<file path="src/rtl/pipe_pkg.sv">
// Shared definitions for the elastic pipeline stage registers: sizing helpers
// and the per-stage payload layouts that get packed into pipe_stage_buf.
package pipe_pkg;

  localparam int MAX_PIPE_DEPTH = 8;

  // Bits needed to hold an occupancy of 0..depth.
  function automatic int clog2_cnt(input int depth);
    int w;
    w = 1;
    while ((1 << w) <= depth) w++;
    return w;
  endfunction

  // Bits needed to index 0..depth-1; never narrower than one bit.
  function automatic int ptr_w(input int depth);
    int w;
    w = 1;
    while ((1 << w) < depth) w++;
    return w;
  endfunction

  typedef struct packed {
    logic [31:0] pc;
    logic [31:0] rs1_val;
    logic [31:0] rs2_val;
    logic [31:0] imm;
    logic [4:0]  rd;
    logic [3:0]  alu_op;
    logic        mem_rd;
    logic        mem_wr;
    logic        reg_wr;
  } id_ex_t;

  typedef struct packed {
    logic [31:0] alu_res;
    logic [31:0] store_val;
    logic [4:0]  rd;
    logic        mem_rd;
    logic        mem_wr;
    logic        reg_wr;
  } ex_mem_t;

endpackage

</file>
<file path="src/rtl/pipe_buf_ptr.sv">
// Circular-buffer pointer that wraps from DEPTH-1 back to zero by compare,
// so DEPTH need not be a power of two.
module pipe_buf_ptr
  import pipe_pkg::*;
#(
  parameter int DEPTH = 2,
  parameter int PW    = ptr_w(DEPTH)
) (
  input  logic          clk,
  input  logic          reset,
  input  logic          clr,
  input  logic          adv,
  output logic [PW-1:0] ptr
);

  localparam logic [PW-1:0] LAST = PW'(DEPTH - 1);

  logic [PW-1:0] ptr_d;
  logic [PW-1:0] ptr_q;

  always_comb begin
    ptr_d = ptr_q;
    if (clr) begin
      ptr_d = '0;
    end else if (adv) begin
      ptr_d = (ptr_q == LAST) ? '0 : ptr_q + PW'(1);
    end
  end

  always_ff @(posedge clk or negedge reset) begin
    if (!reset) ptr_q <= '0;
    else        ptr_q <= ptr_d;
  end

  assign ptr = ptr_q;

endmodule

</file>
<file path="src/rtl/pipe_stage_buf.sv">
// Elastic valid/ready pipeline register with DEPTH-entry first-word-fall-through
// storage, synchronous flush and optional pass-through ready.
module pipe_stage_buf
  import pipe_pkg::*;
#(
  parameter int WIDTH       = 32,
  parameter int DEPTH       = 2,
  parameter bit PASS_READY  = 1'b0,
  parameter bit ZERO_BUBBLE = 1'b1,
  localparam int CW         = clog2_cnt(DEPTH)
) (
  input  logic             clk,
  input  logic             reset,
  input  logic             flush,
  input  logic             valid_in,
  output logic             ready_out,
  input  logic [WIDTH-1:0] data_in,
  output logic             valid_out,
  input  logic             ready_in,
  output logic [WIDTH-1:0] data_out,
  output logic [CW-1:0]    count
);

  localparam int PW    = ptr_w(DEPTH);
  localparam int MEM_N = 1 << PW;
  localparam logic [CW-1:0] DEPTH_C = CW'(DEPTH);

  if (DEPTH < 1 || DEPTH > MAX_PIPE_DEPTH) begin : g_bad_depth
    $error("pipe_stage_buf: DEPTH must be within 1..MAX_PIPE_DEPTH");
  end
  if (WIDTH < 1) begin : g_bad_width
    $error("pipe_stage_buf: WIDTH must be at least 1");
  end

  // Storage rounded up to a power of two so pointer indexing is always in range;
  // entries at DEPTH and above are never addressed.
  logic [WIDTH-1:0] mem_q [MEM_N];
  logic [WIDTH-1:0] mem_d [MEM_N];
  logic [CW-1:0]    count_d;
  logic [CW-1:0]    count_q;
  logic [PW-1:0]    rd_ptr;
  logic [PW-1:0]    wr_ptr;
  logic             full;
  logic             push;
  logic             pop;

  assign full      = (count_q == DEPTH_C);
  assign valid_out = (count_q != '0);
  assign ready_out = !full || (PASS_READY && ready_in);
  assign push      = valid_in && ready_out && !flush;
  assign pop       = valid_out && ready_in;
  assign count     = count_q;
  assign data_out  = (ZERO_BUBBLE && !valid_out) ? '0 : mem_q[rd_ptr];

  always_comb begin
    count_d = count_q;
    if (flush) begin
      count_d = '0;
    end else if (push && !pop) begin
      count_d = count_q + 1'b1;
    end else if (pop && !push) begin
      count_d = count_q - 1'b1;
    end
  end

  always_comb begin
    mem_d = mem_q;
    if (push) mem_d[wr_ptr] = data_in;
  end

  always_ff @(posedge clk or negedge reset) begin
    if (!reset) count_q <= '0;
    else        count_q <= count_d;
  end

  always_ff @(posedge clk) begin
    mem_q <= mem_d;
  end

  pipe_buf_ptr #(.DEPTH(DEPTH), .PW(PW)) u_rd_ptr (
    .clk   (clk),
    .reset (reset),
    .clr   (flush),
    .adv   (pop),
    .ptr   (rd_ptr)
  );

  pipe_buf_ptr #(.DEPTH(DEPTH), .PW(PW)) u_wr_ptr (
    .clk   (clk),
    .reset (reset),
    .clr   (flush),
    .adv   (push),
    .ptr   (wr_ptr)
  );

endmodule

</file>
<file path="config.mk">
export PLATFORM = sky130hd
export DESIGN_NAME = pipe_stage_buf
export DESIGN_NICKNAME = d
export VERILOG_FILES = /design/src/rtl/pipe_pkg.sv /design/src/rtl/pipe_buf_ptr.sv /design/src/rtl/pipe_stage_buf.sv
export SDC_FILE = /design/constraint.sdc
export NUM_CORES = 1
export LEC_CHECK = 0
export BUFFER_PORTS_ARGS = -buffer_cell sky130_fd_sc_hd__buf_2
export CAP_MARGIN = 15
export CORE_MARGIN = 10
export CORE_UTILIZATION = 55
export CTS_CLUSTER_DIAMETER = 150
export CTS_CLUSTER_SIZE = 24
export DETAILED_ROUTE_END_ITERATION = 8
export PLACE_DENSITY = 0.83
export SLEW_MARGIN = 20
export SYNTH_ARGS = -nofsm -noshare
export SYNTH_HDL_FRONTEND = slang
export SYNTH_SLANG_ARGS = --single-unit
</file>
<file path="constraint.sdc">
create_clock -name clk -period 10.3 [get_ports clk]
set_input_delay 1.03 -clock clk [delete_from_list [all_inputs] [get_ports clk]]
set_output_delay 1.03 -clock clk [all_outputs]
set_load 0.005 [all_outputs]
</file>
==> results of run 1 <==
worst max-delay path: cells and delay by family (launching register included):
kind | cells | cell delay, ns
simple gates | 1 | 0.05
buf+inv | 1 | 0.14
mux | 1 | 0.29
flops | 1 | 0.98
synthesized netlist by cell type (all sizes together):
library cell / n
a21o: 1
a21oi: 4
buf: 7
dfrtp: 4
edfxtp: 64
inv: 3
mux2i: 33
nand2: 1
nand3b: 1
nor2: 34
nor2b: 1
nor3: 1
nor3b: 2
o211ai: 1
o21ai: 2
or2: 1
or3: 1
xor2: 1
cell usage in the layout (no fill, tap or decap), types with 2 or more instances in the layout:
master and instances:
sky130_fd_sc_hd__buf_2 72, sky130_fd_sc_hd__edfxtp_1 64, sky130_fd_sc_hd__mux2i_1 33, sky130_fd_sc_hd__nor2_1 33
sky130_fd_sc_hd__clkbuf_8 12, sky130_fd_sc_hd__a21oi_1 4, sky130_fd_sc_hd__clkbuf_1 3, sky130_fd_sc_hd__dfrtp_1 3
sky130_fd_sc_hd__buf_4 3, sky130_fd_sc_hd__inv_1 2, sky130_fd_sc_hd__o21ai_0 2
sequential cells by signal (all words and copies together) (netlist names):
register and cells:
mem_q 64, count 2, u_rd_ptr.ptr 1, u_wr_ptr.ptr 1
stage by stage:
stage | cell area (sq um) | power [mW] | hold WS (ns) | util [%]
5_1_grt | 3240 | 0.595 | 0.492 | 69.1
3_3_place_gp | 3060 | 0.380 | 0.568 | 65.2
4_1_cts | 3240 | 0.575 | 0.499 | 69.1
3_5_place_dp | 3060 | 0.382 | 0.627 | 65.2
6_report | 3240 | 0.568 | 0.507 | 69.1
2_1_floorplan | 2640 | 0.356 | 0.529 | -
final cells by class:
class / count / area [sq um]
Timing Repair Buffer: 75 / 383
Inverter: 3 / 11.3
Tap cell: 54 / 67.6
Sequential cell: 68 / 2020
Fill cell: 337 / 1450
Multi-Input combinational cell: 84 / 574
Clock buffer: 15 / 176
Clock inverter: 1 / 7.51
layer usage:
layer	wire [um]	vias up	GRT usage, %	part of all wire [%]
met5	0	-	0	0
met4	34	0	3.90	0.69
met3	409	4	5.74	8.3
met2	2580	40	23.4	53
met1	1890	740	12.8	38
li1	-	755	-	-
report_power, final:
group          internal [mW]  leakage, nW  switching [mW]
clock                  0.108       0.0900          0.0860
combinational         0.0257        0.531          0.0260
sequential             0.314        0.639         0.00894
total                  0.447         1.26           0.121
cells by family after synthesis:
| family | synth area share [%] |
|---|---|
| compound gates | 1.71 |
| mux | 12.5 |
| simple gates | 6.74 |
| buf+inv | 2.04 |
| flops | 76.7 |
| xor+xnor | 0.332 |
worst max-delay path by stage:
| stage | end | slack, ns | from |
|---|---|---|---|
| finish | data_out[26] | 7.45 | u_rd_ptr.ptr |
| global placement | data_out[7] | 7.78 | u_rd_ptr.ptr |
| CTS | data_out[23] | 7.42 | u_rd_ptr.ptr |
| floorplan | mem_q[0] | 6.35 | valid_in |
| global route | data_out[29] | 7.32 | u_rd_ptr.ptr |
| detailed placement | data_out[23] | 7.78 | u_rd_ptr.ptr |
==> metrics.cfg, run 1 <==
[critical_path]
crit_path_max_fanout = 33
crit_chain = mux2i_1 -> nor2_1 -> buf_2
worst-setup-path-type = register to output pin
timing.critical_path.arrival_ns = 1.82
critPathRequiredTime_ns = 9.27
start_kind = register
timing.critical_path.slowest_cell_delay_ns = 0.98
ff2ff_path_depth = 5
crit_path_end_kind = output pin
worstReg2RegStart = count[1]
reg2reg_setup_slack_ns = 8.52
rr_endpoint = mem_q[16]
slowest_stage = sky130_fd_sc_hd__dfrtp_2

[route]
routed_wire_length_per_instance_um = 16.4
avgViaCountPerCell = 5.13
totalWireLength_um = 4920
drtAntennaViolNets = 0
detail_route.first_pass.iterations = 2
initialDrtViolationCount = 105
drt_drc_violations_left = 0
num_vias = 1539

[placed_design]
detailedPlacementHpwl_um = 3340
placement.io_buffers = 72
place_congestion = 0.716
place.detailed.instances = 284
dpl_worst_slack_ns = 7.78

[global_route]
grt_max_degree = 34
globalRoute.totalOverflow = 0
grt_util_all_layers_pct = 12.9
first_global_vias = 1640
antenna_violations_before_repair = 0
grt_first_pass_wirelength_um = 7630

[timing]
max-slew-margin-rel_pct = 36.4
worst_clock_skew_ns = 0.0105
finalSetupViolCount = 0
rsz0062_at_grt = no
timing_max_transition_violations_final = 0
report.final.hold_viol_count = 0
timing_worst_slew_pin_value_ns = 0.954
timing.final.crit_share_pct = 27.7
timing.fmax_mhz = 351
setup_ws_ns = 7.45
timing.final.crit_period_ns = 2.85
fin_tns_setup_ns = 0

[die]
core-area_sq_um = 4690
row_count = 25
die_h_um = 89.3
floorplan.initialDensity_pct = 56.2
fp.dieArea_sq_um = 7970
chip_width_um = 89.3
top_level_ports = 73

[clock_network]
clk_pin_slew_worst_paths_ns = 0.07
cts_buffers = 9
cts_buffer_depth = 2
cts-root-buf = sky130_fd_sc_hd__clkbuf_8
cts.repair_timing.setup_buffer_count = 0
clock_network_latency_to_the_later_pin_of_the_worst_skew_pair_ns = 0.32
post_cts_hold_buffer_count = 0
cts_tree = built
ctsHtreeMaxLevel = 3
cts_resized = 0
clock_sink_count = 68

[synthesis]
synth_top_area_cell = sky130_fd_sc_hd__edfxtp_1
synth_cell_type_count = 20
postSynthAreaPerCell_sq_um = 16.3
yosysSeqAreaShare_pct = 76.7
synth.net_count = 199
syn-cell-area_sq_um = 2640
main_area_contributors_after_synthesis = sky130_fd_sc_hd__edfxtp_1, sky130_fd_sc_hd__mux2i_1, sky130_fd_sc_hd__nor2_1
synth_top_cell_area_share_pct = 72.9
ys.warnings.count = 0
postSynthRegisterBits = 68
synthesis.instances = 162

[final_layout]
nets = 278
final_layout_size_suffix_gt1_share_pct = 38.2
finalNonFillerCells = 300
layout-area-overhead-vs-synth_pct = 23.0
n_antenna_cell = 0

[pwr]
cellPowerDensity_nw_per_um2 = 175
max-vdd-ir-drop_uv = 120
p_leak_nw = 1.26

[min_path]
min_path_type = primary input to asynchronous set/reset pin

[job]
drv.max_cap_violation_count = 0

[run_status]
outcome = finished clean

No activity file was read; power rests on OpenSTA's default activity.
==> run 2, diff against run 1 <==
--- a/config.mk
+++ b/config.mk
@@ -8,11 +8,11 @@
 export BUFFER_PORTS_ARGS = -buffer_cell sky130_fd_sc_hd__buf_2
 export CAP_MARGIN = 15
 export CORE_MARGIN = 10
-export CORE_UTILIZATION = 55
+export CORE_UTILIZATION = 51
 export CTS_CLUSTER_DIAMETER = 150
 export CTS_CLUSTER_SIZE = 24
 export DETAILED_ROUTE_END_ITERATION = 8
-export PLACE_DENSITY = 0.83
+export PLACE_DENSITY = 0.78
 export SLEW_MARGIN = 20
 export SYNTH_ARGS = -nofsm -noshare
 export SYNTH_HDL_FRONTEND = slang
==> constraint.sdc (replaced) <==
create_clock -name clk -period 2.8 [get_ports clk]
set_input_delay 0.28 -clock clk [delete_from_list [all_inputs] [get_ports clk]]
set_output_delay 0.28 -clock clk [all_outputs]
set_load 0.005 [all_outputs]
==> run 2 against run 1 <==
  * Clock-buffer cell count unchanged
  * Flip-flop and latch count unchanged
  * Utilization decreased by 3.5 points
  * Via count increased by 3.0%
  * Sequential power increased to 3.7 times the previous value
  * Sequential share of layout area decreased by 1.6 points
  * Clock skew decreased by 0.0043 ns
  * Global-route usage decreased by 0.095 points
  * Clock power increased to 3.7 times the previous value
  * Total power increased to 3.7 times the previous value
==> metrics.cfg, run 2 (synthesis results as in run 1) <==
[run_status]
outcome = finished clean

[timing]
timing_worst_slew_pin_value_ns = 0.812  ; -0.142 ns
timing.final.crit_share_pct = 80.4
finalSetupViolCount = 0  ; unchanged
setup_ws_ns = 0.549  ; -6.90 ns
worst_clock_skew_ns = 0.00624  ; -0.00425 ns
post_route_worst_hold_slack_ns = 0.133  ; -0.374 ns
rsz0062_at_grt = no
timing.fmax_mhz = 444
fin_tns_setup_ns = 0  ; unchanged
timing_max_transition_violations_final = 0  ; unchanged
max-slew-margin-rel_pct = 45.8  ; +9.4 points
report.final.hold_viol_count = 0  ; unchanged
timing.final.crit_period_ns = 2.25

[pwr]
p_leak_nw = 1.29  ; +2.7%
max-vdd-ir-drop_uv = 397  ; +230%
cellPowerDensity_nw_per_um2 = 634  ; +260%
total_power_mw = 2.11  ; +270%

[clock_network]
cts.repair_timing.setup_buffer_count = 0  ; unchanged
cts_tree = built
cts_resized = 0  ; unchanged
ctsHtreeMaxLevel = 3  ; unchanged
clock_network_latency_to_the_later_pin_of_the_worst_skew_pair_ns = 0.33  ; about the same
clk_pin_slew_worst_paths_ns = 0.06  ; about the same
cts_buffers = 9  ; unchanged
clock_sink_count = 68  ; unchanged
cts-root-buf = sky130_fd_sc_hd__clkbuf_8
cts_buffer_depth = 2  ; unchanged

[route]
num_vias = 1585  ; +3.0%
initialDrtViolationCount = 85  ; -19%
totalWireLength_um = 5240  ; +6.5%
drt_drc_violations_left = 0  ; unchanged
routed_wire_length_per_instance_um = 16.4  ; -0.17%
drtAntennaViolNets = 0  ; unchanged
avgViaCountPerCell = 4.95  ; -3.4%
detail_route.first_pass.iterations = 4  ; +2

[global_route]
first_global_vias = 1649  ; +0.55%
grt_max_degree = 23  ; -32%
grt_util_all_layers_pct = 12.8  ; -0.095 points
globalRoute.totalOverflow = 0  ; unchanged
antenna_violations_before_repair = 0  ; unchanged
grt_first_pass_wirelength_um = 8220  ; +7.7%

[critical_path]
timing.critical_path.slowest_cell_delay_ns = 0.67  ; -0.31 ns
worst-setup-path-type = register to output pin
start_kind = register
crit_path_max_fanout = 18  ; -45%
crit_path_end_kind = output pin
crit_chain = nor2_2 -> buf_4 -> nor2_1 -> buf_2
critPathRequiredTime_ns = 2.52  ; -6.75 ns
timing.critical_path.arrival_ns = 1.97  ; +0.15 ns
slowest_stage = sky130_fd_sc_hd__nor2_2

[die]
chip_width_um = 91.9  ; +3.0%
core-area_sq_um = 5070  ; +8.2%
fp.dieArea_sq_um = 8450  ; +6.1%
floorplan.initialDensity_pct = 52.0  ; -4.2 points
die_h_um = 91.9  ; +3.0%
row_count = 26  ; +4.0%
top_level_ports = 73  ; unchanged

[final_layout]
layout-area-overhead-vs-synth_pct = 26.3
nets = 282  ; +1.4%
final_cell_mix = sky130_fd_sc_hd__buf_2, sky130_fd_sc_hd__edfxtp_1, sky130_fd_sc_hd__mux2i_1, sky130_fd_sc_hd__nor2_1, sky130_fd_sc_hd__clkbuf_8
max_reg_flops = 64  ; unchanged
registers.top_by_ff_count = mem_q
postLayoutCoreUtil_pct = 65.6  ; -3.5 points
final_layout_size_suffix_gt1_share_pct = 38.8  ; +0.59 points
finalNonFillerCells = 320  ; +6.7%
n_antenna_cell = 0  ; unchanged
layout.cells.most_common = sky130_fd_sc_hd__buf_2
finish.instance_area_sq_um = 3330  ; +2.7%

[job]
drv.max_cap_violation_count = 0  ; unchanged

[placed_design]
placed_area_sq_um = 3140  ; +2.6%
detailedPlacementHpwl_um = 3730  ; +12%
place_congestion = 0.733  ; +2.3%
dpl_worst_slack_ns = 0.798  ; -6.98 ns
place.detailed.instances = 303  ; +6.7%
placement.io_buffers = 72  ; unchanged

[min_path]
min_path_type = primary input to register

## run 2: cell type report
type | count | area [sq um]
clock buffers | 15 | 176
clock inverters | 1 | 5.00
well taps | 70 | 87.6
flip-flops and latches | 68 | 2020
repair buffers | 79 | 440
inverters | 3 | 11.3
fillers | 382 | 1740
multi-input cells | 84 | 587
## run 2: worst paths after layout
path | startpoint | to | slack, ns | cells after the start
worst max-delay path | count[0] | data_out[19] | 0.55 | 4
worst min-delay path | data_in[14] | mem_q[46] | 0.13 | 1
worst min register to register | u_wr_ptr.ptr | u_wr_ptr.ptr | 0.65 | 2
min in group asynchronous | reset | u_wr_ptr.ptr | 0.28 | 2
worst max register to register | count[1] | mem_q[14] | 0.78 | 5
max in group asynchronous | reset | u_rd_ptr.ptr | 2.37 | 2
## run 2: timing repair
item | 4_1_cts | 5_1_grt
hold endpoints to repair | 4 | 0
endpoints found under the setup margin | 0 | 0
hold buffers | 1 | 0
## run 2: worst max-delay path: cells and delay by family, from the launching register on
kind                   cells  cell delay [ns]
and+or+nand+nor            2             0.74
buffers and inverters      2             0.44
DFF                        1             0.45
## run 2: power by group
group,total [mW],switching [mW],internal [mW]
registers,1.18,0.0207,1.16
logic,0.222,0.118,0.104
clock network,0.714,0.321,0.394
total,2.11,0.459,1.65
## run 2: layer usage
layer	global-route usage (%)	up-vias	part of all wire [%]	routed length, um
met5	0	-	0	0
met4	6.94	0	1.2	64
met2	20.8	56	49	2580
li1	-	762	-	-
met3	5.62	7	7.4	390
met1	13.6	760	42	2200
